$ cat config.mk
export PLATFORM = sky130hd
export DESIGN_NAME = hypot_req_sched_flat
export DESIGN_NICKNAME = d
export VERILOG_FILES = /design/src/rtl/hypot_req_sched_if.sv /design/src/rtl/hypot_req_sched.sv /design/src/flat_wrapper.sv
export SDC_FILE = /design/constraint.sdc
export NUM_CORES = 1
export LEC_CHECK = 0
export CORE_AREA = 2 2 94 96
export DETAILED_ROUTE_END_ITERATION = 12
export DIE_AREA = 0 0 96 98
export PLACE_DENSITY = 0.8
export SYNTH_ARGS = -nofsm -noshare
export SYNTH_HDL_FRONTEND = slang
export SYNTH_SLANG_ARGS = --single-unit
$ cat constraint.sdc
create_clock -name clk -period 2.6 [get_ports clk]
set_clock_uncertainty 0.05 [all_clocks]
set_input_delay 0.78 -clock clk [delete_from_list [all_inputs] [get_ports clk]]
set_output_delay 0.78 -clock clk [all_outputs]
set_load 0.03 [all_outputs]
$ cat src/rtl/hypot_req_sched_if.sv
// Requester-side bundle for hypot_req_sched: operand requests in, per-requester responses out.
// A transfer happens on a rising clk edge where valid and ready are both high; valid never waits on ready.
interface hypot_req_sched_if #(
    parameter int NUM_REQ = 4,
    parameter int DATA_W  = 8
);
    logic [NUM_REQ-1:0]        req_valid;
    logic [NUM_REQ*DATA_W-1:0] req_x;
    logic [NUM_REQ*DATA_W-1:0] req_y;
    logic [NUM_REQ-1:0]        req_ready;
    logic [NUM_REQ-1:0]        rsp_valid;
    logic [NUM_REQ-1:0]        rsp_ready;
    logic [DATA_W-1:0]         rsp_data;
    logic                      rsp_err;

    modport master (
        output req_valid, req_x, req_y, rsp_ready,
        input  req_ready, rsp_valid, rsp_data, rsp_err
    );

    modport slave (
        input  req_valid, req_x, req_y, rsp_ready,
        output req_ready, rsp_valid, rsp_data, rsp_err
    );
endinterface

$ cat src/rtl/hypot_req_sched.sv
// Round-robin scheduler sharing one iterative hypot engine between NUM_REQ requesters, with a completion watchdog.
// Optional statistics counters are built when HYPOT_SCHED_STATS_EN is defined.
module hypot_req_sched #(
    parameter int NUM_REQ     = 4,
    parameter int DATA_W      = 8,
    parameter int TIMEOUT_CYC = 64
) (
    input  logic              clk,
    input  logic              rst_n,
    hypot_req_sched_if.slave  bus,
    output logic              eng_start,
    output logic [DATA_W-1:0] eng_x,
    output logic [DATA_W-1:0] eng_y,
    output logic              eng_abort,
    input  logic              eng_done,
    input  logic [DATA_W-1:0] eng_result,
    output logic [15:0]       stat_ops,
    output logic [7:0]        stat_tmo,
    output logic [1:0]        dbg_state
);
    localparam int PTR_W = (NUM_REQ > 1) ? $clog2(NUM_REQ) : 1;
    localparam int CNT_W = $clog2(TIMEOUT_CYC);

    typedef enum logic [1:0] {S_IDLE, S_ISSUE, S_WAIT, S_RESP} state_t;

    state_t             state_q, state_d;
    logic [PTR_W-1:0]   rr_ptr_q, rr_ptr_d;
    logic [PTR_W-1:0]   gnt_q, gnt_d;
    logic [CNT_W-1:0]   wait_cnt_q, wait_cnt_d;
    logic [DATA_W-1:0]  eng_x_q, eng_x_d, eng_y_q, eng_y_d;
    logic [DATA_W-1:0]  rsp_data_q, rsp_data_d;
    logic               rsp_err_q, rsp_err_d;
    logic [NUM_REQ-1:0] rsp_valid_q, rsp_valid_d;
    logic [NUM_REQ-1:0] req_ready_c;
    logic               found;
    logic [PTR_W-1:0]   gnt_idx;

    // Rotating priority search starting at rr_ptr, wrapping modulo NUM_REQ.
    always_comb begin
        logic [PTR_W:0] sum;
        found   = 1'b0;
        gnt_idx = '0;
        sum     = '0;
        for (int k = 0; k < NUM_REQ; k++) begin
            sum = {1'b0, rr_ptr_q} + (PTR_W+1)'(k);
            if (sum >= (PTR_W+1)'(NUM_REQ)) sum = sum - (PTR_W+1)'(NUM_REQ);
            if (!found && bus.req_valid[sum[PTR_W-1:0]]) begin
                found   = 1'b1;
                gnt_idx = sum[PTR_W-1:0];
            end
        end
    end

    always_comb begin
        state_d     = state_q;
        rr_ptr_d    = rr_ptr_q;
        gnt_d       = gnt_q;
        wait_cnt_d  = wait_cnt_q;
        eng_x_d     = eng_x_q;
        eng_y_d     = eng_y_q;
        rsp_data_d  = rsp_data_q;
        rsp_err_d   = rsp_err_q;
        rsp_valid_d = rsp_valid_q;
        req_ready_c = '0;
        eng_start   = 1'b0;
        eng_abort   = 1'b0;
        case (state_q)
            S_IDLE: begin
                if (found) begin
                    req_ready_c = NUM_REQ'(1) << gnt_idx;
                    for (int i = 0; i < NUM_REQ; i++) begin
                        if (PTR_W'(i) == gnt_idx) begin
                            eng_x_d = bus.req_x[i*DATA_W +: DATA_W];
                            eng_y_d = bus.req_y[i*DATA_W +: DATA_W];
                        end
                    end
                    gnt_d   = gnt_idx;
                    state_d = S_ISSUE;
                end
            end
            S_ISSUE: begin
                eng_start  = 1'b1;
                wait_cnt_d = '0;
                state_d    = S_WAIT;
            end
            S_WAIT: begin
                // A completion on the last watchdog cycle still counts as a normal result.
                if (eng_done) begin
                    rsp_data_d  = eng_result;
                    rsp_err_d   = 1'b0;
                    rsp_valid_d = NUM_REQ'(1) << gnt_q;
                    state_d     = S_RESP;
                end else if (wait_cnt_q == CNT_W'(TIMEOUT_CYC-1)) begin
                    eng_abort   = 1'b1;
                    rsp_data_d  = '0;
                    rsp_err_d   = 1'b1;
                    rsp_valid_d = NUM_REQ'(1) << gnt_q;
                    state_d     = S_RESP;
                end else begin
                    wait_cnt_d = wait_cnt_q + 1'b1;
                end
            end
            S_RESP: begin
                if (bus.rsp_ready[gnt_q]) begin
                    rsp_valid_d = '0;
                    rr_ptr_d    = (gnt_q == PTR_W'(NUM_REQ-1)) ? '0 : gnt_q + 1'b1;
                    state_d     = S_IDLE;
                end
            end
            default: state_d = S_IDLE;
        endcase
    end

    always_ff @(posedge clk or negedge rst_n) begin
        if (!rst_n) begin
            state_q     <= S_IDLE;
            rr_ptr_q    <= '0;
            gnt_q       <= '0;
            wait_cnt_q  <= '0;
            eng_x_q     <= '0;
            eng_y_q     <= '0;
            rsp_data_q  <= '0;
            rsp_err_q   <= 1'b0;
            rsp_valid_q <= '0;
        end else begin
            state_q     <= state_d;
            rr_ptr_q    <= rr_ptr_d;
            gnt_q       <= gnt_d;
            wait_cnt_q  <= wait_cnt_d;
            eng_x_q     <= eng_x_d;
            eng_y_q     <= eng_y_d;
            rsp_data_q  <= rsp_data_d;
            rsp_err_q   <= rsp_err_d;
            rsp_valid_q <= rsp_valid_d;
        end
    end

    assign bus.req_ready = req_ready_c;
    assign bus.rsp_valid = rsp_valid_q;
    assign bus.rsp_data  = rsp_data_q;
    assign bus.rsp_err   = rsp_err_q;
    assign eng_x         = eng_x_q;
    assign eng_y         = eng_y_q;
    assign dbg_state     = state_q;

`ifdef HYPOT_SCHED_STATS_EN
    logic [15:0] stat_ops_q, stat_ops_d;
    logic [7:0]  stat_tmo_q, stat_tmo_d;

    // Saturating counters: they stick at all-ones rather than wrap.
    always_comb begin
        stat_ops_d = stat_ops_q;
        stat_tmo_d = stat_tmo_q;
        if (state_q == S_RESP && bus.rsp_ready[gnt_q] && !rsp_err_q && stat_ops_q != '1)
            stat_ops_d = stat_ops_q + 1'b1;
        if (eng_abort && stat_tmo_q != '1)
            stat_tmo_d = stat_tmo_q + 1'b1;
    end

    always_ff @(posedge clk or negedge rst_n) begin
        if (!rst_n) begin
            stat_ops_q <= '0;
            stat_tmo_q <= '0;
        end else begin
            stat_ops_q <= stat_ops_d;
            stat_tmo_q <= stat_tmo_d;
        end
    end

    assign stat_ops = stat_ops_q;
    assign stat_tmo = stat_tmo_q;
`else
    assign stat_ops = '0;
    assign stat_tmo = '0;
`endif
endmodule

$ cat src/flat_wrapper.sv
// flat-port wrapper written by rule: the top's interface ports become plain ports
module hypot_req_sched_flat 
#(
    parameter int NUM_REQ     = 4,
    parameter int DATA_W      = 8,
    parameter int TIMEOUT_CYC = 64
)
  (clk, rst_n, eng_start, eng_x, eng_y, eng_abort, eng_done, eng_result, stat_ops, stat_tmo, dbg_state, bus_req_valid, bus_req_x, bus_req_y, bus_rsp_ready, bus_req_ready, bus_rsp_valid, bus_rsp_data, bus_rsp_err);
  hypot_req_sched_if #(.NUM_REQ(NUM_REQ), .DATA_W(DATA_W)) bus_i ();
  input  logic clk;
  input  logic rst_n;
  output logic eng_start;
  output logic [DATA_W-1:0] eng_x;
  output logic [DATA_W-1:0] eng_y;
  output logic eng_abort;
  input  logic eng_done;
  input  logic [DATA_W-1:0] eng_result;
  output logic [15:0] stat_ops;
  output logic [7:0] stat_tmo;
  output logic [1:0] dbg_state;
  input wire logic [$bits(bus_i.req_valid)-1:0] bus_req_valid;
  input wire logic [$bits(bus_i.req_x)-1:0] bus_req_x;
  input wire logic [$bits(bus_i.req_y)-1:0] bus_req_y;
  input wire logic [$bits(bus_i.rsp_ready)-1:0] bus_rsp_ready;
  output wire logic [$bits(bus_i.req_ready)-1:0] bus_req_ready;
  output wire logic [$bits(bus_i.rsp_valid)-1:0] bus_rsp_valid;
  output wire logic [$bits(bus_i.rsp_data)-1:0] bus_rsp_data;
  output wire logic [$bits(bus_i.rsp_err)-1:0] bus_rsp_err;
  assign bus_i.req_valid = bus_req_valid;
  assign bus_i.req_x = bus_req_x;
  assign bus_i.req_y = bus_req_y;
  assign bus_i.rsp_ready = bus_rsp_ready;
  assign bus_req_ready = bus_i.req_ready;
  assign bus_rsp_valid = bus_i.rsp_valid;
  assign bus_rsp_data = bus_i.rsp_data;
  assign bus_rsp_err = bus_i.rsp_err;
  hypot_req_sched #(.NUM_REQ(NUM_REQ), .DATA_W(DATA_W), .TIMEOUT_CYC(TIMEOUT_CYC)) u_core (.clk(clk), .rst_n(rst_n), .bus(bus_i), .eng_start(eng_start), .eng_x(eng_x), .eng_y(eng_y), .eng_abort(eng_abort), .eng_done(eng_done), .eng_result(eng_result), .stat_ops(stat_ops), .stat_tmo(stat_tmo), .dbg_state(dbg_state));
endmodule
Word level (Yosys, flattened, before mapping)
Index checks and enable logic that the tools add are counted.

Flip-flop bits (word level): 41. Bits of input ports: 83. Output and inout bits: 61.

Add/subtract/negate cells: 9. Magnitude comparators: 9. Eq/ne operators: 13. Shift operators: 2. Multiplexer cells: 53. Reductions and logical operators: 19.

Operators by type and width (count): 8-bit 2-to-1 mux (10); 2-bit 2-to-1 mux (13); 4-bit 2-to-1 mux (5); 2-bit by 3-bit < comparator with 1-bit output (second input constant) (5); 1-bit 2-to-1 mux (15); 6-bit 2-to-1 mux (2); 6-bit case mux with 2 select lines (1); 3-bit AND reduction (4); 1-bit binary-select mux with 2-bit select (5); 3-bit greater-or-equal comparator (second input constant) (3); 2-bit case mux with 4 select lines (1); 4-bit case mux with 2 select lines (1); 1-bit by 2-bit << shifter with 4-bit output (first input constant) (2); 2-bit by 1-bit subtractor with 2-bit output (second input constant) (4); 2-bit by 2-bit adder with 3-bit output (second input constant) (2); 6-bit by 1-bit adder with 6-bit output (second input constant) (1); 2-bit == test (second input constant) (3); 6-bit == test (second input constant) (1); 2-bit AND reduction (3); 2-bit nonzero test (3); 2-bit == test (first input constant) (2); 2-bit logical NOT (2); 2-bit by 1-bit inequality test with 1-bit output (second input constant) (2); 2-bit inequality test (second input constant) (2); other kinds (9) (13).

Longest topological paths before layout
Gate-level depths: netlist of run 1.

Depth after elaboration: 19. Depth in mapped cells: 8. Gate-level depth less buffers: 7.

Worst setup path before layout of run 1
OpenSTA, ideal clock, no wires.

Path kind: input -> output. From: input bus_req_valid[1]. To: output bus_req_ready[0]. Data arrival time: 2.138 ns. Path slack: -0.368 ns. Cell stages on the path: 6. Buffers on the path: 2. Cell sequence: nor2_1 clkbuf_1 clkbuf_1 nand2_1 a21o_1 nor2_1.

Word-level cells in the longest chain between the ends: 15. Elaborated cells between the ends (all ways): 25.

RTL lines: from (decl) (line flat_wrapper.sv:21) `input wire logic [$bits(bus_i.req_valid)-1:0] bus_req_valid;`; 1-bit binary-select mux with 2-bit select (line hypot_req_sched.sv:47) `if (!found && bus.req_valid[sum[PTR_W-1:0]]) begin`; 1-bit 2-to-1 mux (implied by the code) (line hypot_req_sched.sv:47); 1-bit 2-to-1 mux (line hypot_req_sched.sv:47); 1-bit logical NOT (line hypot_req_sched.sv:47); 1-bit logical AND (line hypot_req_sched.sv:47); 1-bit 2-to-1 mux (line hypot_req_sched.sv:47); 1-bit logical NOT (line hypot_req_sched.sv:47); 1-bit logical AND (line hypot_req_sched.sv:47); 1-bit 2-to-1 mux (line hypot_req_sched.sv:47); 1-bit logical NOT (line hypot_req_sched.sv:47); 1-bit logical AND (line hypot_req_sched.sv:47); 2-bit 2-to-1 mux (line hypot_req_sched.sv:47); 1-bit by 2-bit << shifter with 4-bit output (line hypot_req_sched.sv:70) `req_ready_c = NUM_REQ'(1) << gnt_idx;`; 4-bit 2-to-1 mux * (line hypot_req_sched.sv:69) `if (found) begin`; 4-bit 2-to-1 mux * (line hypot_req_sched.sv:67) `case (state_q)`; to (decl) (line flat_wrapper.sv:25) `output wire logic [$bits(bus_i.req_ready)-1:0] bus_req_ready;`.

Mark *: on every way between the ends. The rest lies on a longest branch, timed or not. The select of a mux whose other input is x is not followed.

Worst setup path in the final report of run 1
From: input bus_req_valid[3]. To: output bus_req_ready[0].

Same word-level chain as after synthesis.

==> results of run 1 <==
## area by class of cell
class                      count  area share (%)
tap                          108           3.144
multi-input combinational    204           35.90
timing repair buffer         150           33.86
sequential                    41           23.87
clock inverter                 2          0.8734
clock buffer                   6           1.921
inverter                       5          0.4367
## through the flow
step / worst slack (ns) / hold slack, ns / TNS (ns) / instances / util, %
6_report: -0.1342 / 0.4615 / -0.3815 / 516 / 50.77
2_1_floorplan: -0.1625 / 0.4126 / -0.3017 / 288 / -
3_5_place_dp: -0.8517 / 0.4455 / -6.620 / 503 / 47.95
3_3_place_gp: -0.8000 / 0.4354 / -5.474 / 503 / 47.95
4_1_cts: -0.1649 / 0.4666 / -0.4335 / 514 / 50.37
5_1_grt: -0.1631 / 0.4800 / -0.5103 / 516 / 50.77
## synth_stat cells (all sizes together)
cell / instances
dfrtp: 41
buf: 34
nor2: 30
nor2b: 23
mux2i: 17
a211oi: 16
a221oi: 16
nand2: 14
ha: 10
a22o: 8
mux2: 6
inv: 5
o21ai: 5
and3: 4
clkbuf: 4
and2: 3
nand2b: 3
nand4: 3
xor2: 3
a21oi: 2
nand3: 2
or2: 2
a21o: 1
a311oi: 1
a31o: 1
a31oi: 1
and4b: 1
conb: 1
mux4: 1
nor3b: 1
nor4b: 1
o21bai: 1
o31ai: 1
o32a: 1
or3b: 1
or4: 1
## routing by layer
metal  global-route usage (%)  vias up  wire [um]
met1                    19.00     1204       3089
met5                        0        -          0
met4                    4.286        0         53
met2                    30.07       84       4011
li1                         -     1187          -
met3                    3.549        6        449
## flip-flops by register name, indices dropped and copies added, names as in the netlist
name,count
u_core.bus.rsp_data,8
u_core.eng_x,8
u_core.eng_y,8
u_core.wait_cnt_q,6
u_core.bus.rsp_valid,4
u_core.dbg_state,2
u_core.gnt_q,2
u_core.rr_ptr_q,2
u_core.bus.rsp_err,1
## cell families (layout without fill, tap and decap cells)
kind of cell / count (synthesis) / after routing / synth area share, %
compound gates: 54 / 54 / 17.72
buf+inv: 43 / 163 / 10.76
other cells: 1 / 24 / 0.1390
simple gates: 89 / 89 / 18.09
fa+ha+maj: 10 / 10 / 4.638
flops: 41 / 41 / 38.03
mux: 24 / 24 / 9.647
xor+xnor: 3 / 3 / 0.9742
## worst register-to-register path: cells and delay by family (launching register included)
kind | cells | cell delay [ns]
mux | 1 | 0.27
buf+inv | 1 | 0.14
compound gates | 1 | 0.36
simple gates | 3 | 0.44
fa+ha+maj | 1 | 0.23
flops | 1 | 0.43
## where the power goes
group | leakage [nW] | switching [mW] | internal, mW
Sequential | 0.497 | 0.185 | 0.914
Clock | 0.0574 | 0.242 | 0.313
Combinational | 1.32 | 1.51 | 1.30
Total | 1.88 | 1.94 | 2.52
## final timing paths
path	end	slack, ns
max	bus_req_ready[0]	-0.13
min	u_core.bus.rsp_err	0.46
max reg2reg	u_core.bus.rsp_valid[1]	0.57
min reg2reg	u_core.bus.rsp_err	0.46
max in group asynchronous	u_core.wait_cnt_q[0]	1.36
min in group asynchronous	u_core.eng_x[4]	0.50
## timing repair
item                                    CTS  global route
resized for setup                        45             4
gates cloned                              0             0
pin swaps                                 6             6
setup buffers                             3             2
endpoints found under the setup margin    4             4
==> results.json, run 1 <==
{
  "area_delta_synth_final_pct": 59.32,
  "gp_congestion": 0.8528,
  "fin_nets": 500,
  "rsz0062_at_grt": "true",
  "routedWlPerCell_um": 14.73,
  "grt_max_degree": 32,
  "htreeDepth": 2,
  "wl_mm": 7.603,
  "synth-seq-cells": 41,
  "ys_seq_area_share_pct": 38.03,
  "required_ns": 1.77,
  "ir_drop_v": 0.0005461,
  "port_buffers": 119,
  "path_max_fanout": 4,
  "coreArea_sq_um": 8466,
  "crit_family": "simple AND/OR/NAND/NOR gates",
  "drcViolationCount": 0,
  "yosys.area.top_type_share_pct": 38.03,
  "power_leakage_nw": 1.879,
  "die-area_sq_um": 9408,
  "viasPerCell": 4.808,
  "fin_area_sq_um": 4298,
  "critical_path_depth": 7,
  "reg2reg_depth": 7,
  "cts_inserted_buffers": 5,
  "min_from": "u_core.bus.rsp_err",
  "synth_cells": 265,
  "grt_pass1_wl_mm": 12.28,
  "drive_gt1_share_pct": 21.81,
  "path_clk_slew_ns": 0.09,
  "min_period_ns": 2.734,
  "antenna_found_initial": 0,
  "vias": 2481,
  "hp-class": "reg -> reg",
  "initial_utilization_pct": 31.87,
  "report.final.slew_viol_count": 0,
  "cp_cell_sequence": "buf_8 > buf_6 > or4_4 > nand2_4 > a21o_4 > nor2_4 > buf_6",
  "synthDistinctLibCells": 45,
  "critPathLaunch": "bus_req_valid[3]",
  "worst_path_max_delay_cell": "or4_4",
  "fin_ws_ns": -0.1342,
  "power.total_mw": 4.460,
  "place_area_sq_um": 4059,
  "yosysTopAreaCell": "dfrtp_1",
  "first_pass_iters": 4,
  "fp-row-count": 34,
  "layout.cells.most_common_list": "clkdlybuf4s50_1 (109), dfrtp_1 (41), buf_4 (27)",
  "slowest_delay_ns": 0.55,
  "nFillCells": 781,
  "yosysWarnings": 0,
  "hold_buffers": 0,
  "clk_path_buf_depth": 2,
  "grt_pass1_vias": 2591,
  "setup_viol": 3,
  "drtIter0Drc": 97,
  "globalRouteTotalUtil_pct": 16.45,
  "layout_commonest_cell": "clkdlybuf4s50_1",
  "worst_slew_margin_rel_pct": 50.06,
  "outcome": "complete, but fails checks",
  "tightest_slew_ns": 0.7492,
  "hold_viol": 0,
  "insertion_delay_ns": 0.30,
  "min_path_cells": 2,
  "cts_root_buf": "clkbuf_8",
  "violations": "setup timing",
  "drtAntennaViolNets": 0,
  "r2r_start": "u_core.wait_cnt_q[0]",
  "crit_path_frequent_cell": "buf_6",
  "cp-start-kind": "primary input",
  "n_antenna_cell": 0,
  "synth_area_sq_um": 2698,
  "cts_tree": "built",
  "timing.fmax_mhz": 365.7,
  "power_density_nw_per_um2": 1038,
  "die_w_um": 96,
  "clkSinkCount": 41,
  "fp.dieH_um": 98,
  "dp_hpwl_mm": 5.765,
  "finalCritPeriodShare_pct": 105.2,
  "synth_area_leaders": "dfrtp_1 (38%), buf_4 (6.7%), mux2i_1 (6.3%)",
  "cap_viol_max_count": 0,
  "grt_remaining_overflow": 0,
  "synth_area_per_cell_sq_um": 10.18,
  "ios": 144,
  "critical_path_class": "in -> out",
  "cp-end-kind": "output pin",
  "seq_area_sq_um": 1026,
  "arrival_ns": 1.90,
  "cp_num_buf_inv": 3,
  "multiInputGateArea_sq_um": 1543
}
Power figures use the tool's default switching activity.
==> run 2: changes to the inputs <==
CAP_MARGIN = 20   (was default)
==> results of run 2 <==
No change in the layout: final DEF, timing and power equal those of run 1.
==> run 3: changes to the inputs <==
ABC_CLOCK_PERIOD_IN_PS = 2600   (was default)
PLACE_DENSITY = 0.81   (was 0.8)
==> results.json, run 3 (synthesis results as in run 1) <==
{
  "fp-row-count": 34,
  "dp_worst_setup_slack_ns": -0.8846,
  "tightest_slew_ns": 0.7888,
  "finalNonFillerCells": 514,
  "nFillCells": 797,
  "outcome": "complete, but fails checks",
  "layout.cells.most_common_list": "clkdlybuf4s50_1 (108), dfrtp_1 (41), buf_4 (28)",
  "area_delta_synth_final_pct": 58.53,
  "min_period_ns": 2.743,
  "path_max_fanout": 4,
  "cts_inserted_buffers": 5,
  "hold_viol": 0,
  "drcViolationCount": 0,
  "grt_pass1_wl_mm": 11.99,
  "cp-start-kind": "primary input",
  "violations": "setup timing",
  "power_leakage_nw": 1.892,
  "grt_remaining_overflow": 0,
  "ir_drop_v": 0.0004691,
  "antenna_found_initial": 0,
  "drtAntennaViolNets": 0,
  "cap_viol_max_count": 0,
  "path_clk_slew_ns": 0.08,
  "ios": 144,
  "power.total_mw": 4.416,
  "critical_path_class": "in -> out",
  "fin_nets": 499,
  "wl_mm": 7.376,
  "viasPerCell": 4.821,
  "routedWlPerCell_um": 14.35,
  "first_pass_iters": 4,
  "n_antenna_cell": 0,
  "rsz0062_at_grt": "true",
  "vias": 2478,
  "die_w_um": 96,
  "hold_buffers": 0,
  "report.final.slew_viol_count": 0,
  "htreeDepth": 2,
  "cts_tree": "built",
  "insertion_delay_ns": 0.29,
  "fin_ws_ns": -0.1425,
  "cts_root_buf": "clkbuf_8",
  "arrival_ns": 1.91,
  "hp-class": "reg -> reg",
  "drtIter0Drc": 55,
  "port_buffers": 119,
  "timing.fmax_mhz": 364.6,
  "die-area_sq_um": 9408,
  "layout_commonest_cell": "clkdlybuf4s50_1",
  "finalCritPeriodShare_pct": 105.5,
  "clk_path_buf_depth": 2,
  "dp_hpwl_mm": 5.806,
  "fp.dieH_um": 98,
  "grt_pass1_vias": 2635,
  "place_inst": 503,
  "finalSetupTns_ns": -0.4009,
  "coreArea_sq_um": 8466,
  "initial_utilization_pct": 31.87,
  "globalRouteTotalUtil_pct": 15.99,
  "setup_viol": 3,
  "worst_slew_margin_rel_pct": 47.41,
  "gp_congestion": 0.8895,
  "grt_max_degree": 35,
  "drive_gt1_share_pct": 21.43,
  "cp-end-kind": "output pin",
  "power_density_nw_per_um2": 1033,
  "clkSinkCount": 41,
  "required_ns": 1.77
}
[run 3: cell count changes in the layout (fill, tap and decap cells not counted), sizes merged]
cell / delta
dlymetal6s2s: +1
clkinvlp: -1
buf: -1
clkdlybuf4s50: -1
clkinv: +1
clkbuf: -1
[run 3: what timing repair did]
action | in CTS | in global routing
buffers inserted | 2 | 2
gates cloned | 0 | 0
setup endpoints to repair | 4 | 6
pin swaps | 6 | 3
resized for setup | 42 | 5
[run 3: cell type report]
class	count	area, sq um	area share (%)
flip-flops and latches	41	1026	23.99
repair buffers	149	1439	33.65
inverters	5	18.77	0.4389
multi-input cells	204	1554	36.34
clock inverters	2	35.03	0.8192
well taps	108	135.1	3.160
clock buffers	5	68.82	1.609
[run 3: through the flow]
step / hold WS (ns) / cell area, sq um / utilization, %
2_1_floorplan: 0.4126 / 2820 / -
3_3_place_gp: 0.4366 / 4059 / 47.95
3_5_place_dp: 0.4444 / 4059 / 47.95
4_1_cts: 0.4637 / 4237 / 50.04
5_1_grt: 0.4546 / 4277 / 50.52
6_report: 0.4404 / 4277 / 50.52
[run 3: path summary, 6_finish.rpt]
check                                  endpoint                  from  slack [ns]  depth (start not counted)
setup / recovery               bus_req_ready[0]      bus_req_valid[3]       -0.14                          7
hold / removal             u_core.wait_cnt_q[0]  u_core.wait_cnt_q[0]        0.44                          1
setup reg to reg            u_core.dbg_state[1]   u_core.dbg_state[0]        0.55                          6
hold reg to reg            u_core.wait_cnt_q[0]  u_core.wait_cnt_q[0]        0.44                          1
max in group asynchronous       u_core.eng_y[0]                 rst_n        1.36                          2
min in group asynchronous       u_core.eng_x[3]                 rst_n        0.52                          1
[run 3: power by group]
part           switching, mW  internal, mW  total (mW)  leakage (nW)
Sequential             0.187         0.913        1.10         0.497
Clock                  0.224         0.279       0.504        0.0540
Combinational           1.50          1.32        2.81          1.34
[run 3: routing by layer]
metal | track usage (%) | vias up | part of all wire (%)
li1 | - | 1184 | -
met1 | 18.74 | 1204 | 41
met2 | 29.38 | 79 | 52
met3 | 3.164 | 11 | 5.4
met4 | 3.626 | 0 | 1.3
met5 | 0 | - | 0
[run 3: critical path: stages]
cell	delay, ns
buf_8	0.11
buf_6	0.11
or4_4	0.55
nand2_4	0.08
a21o_4	0.11
nor2_4	0.04
buf_6	0.13
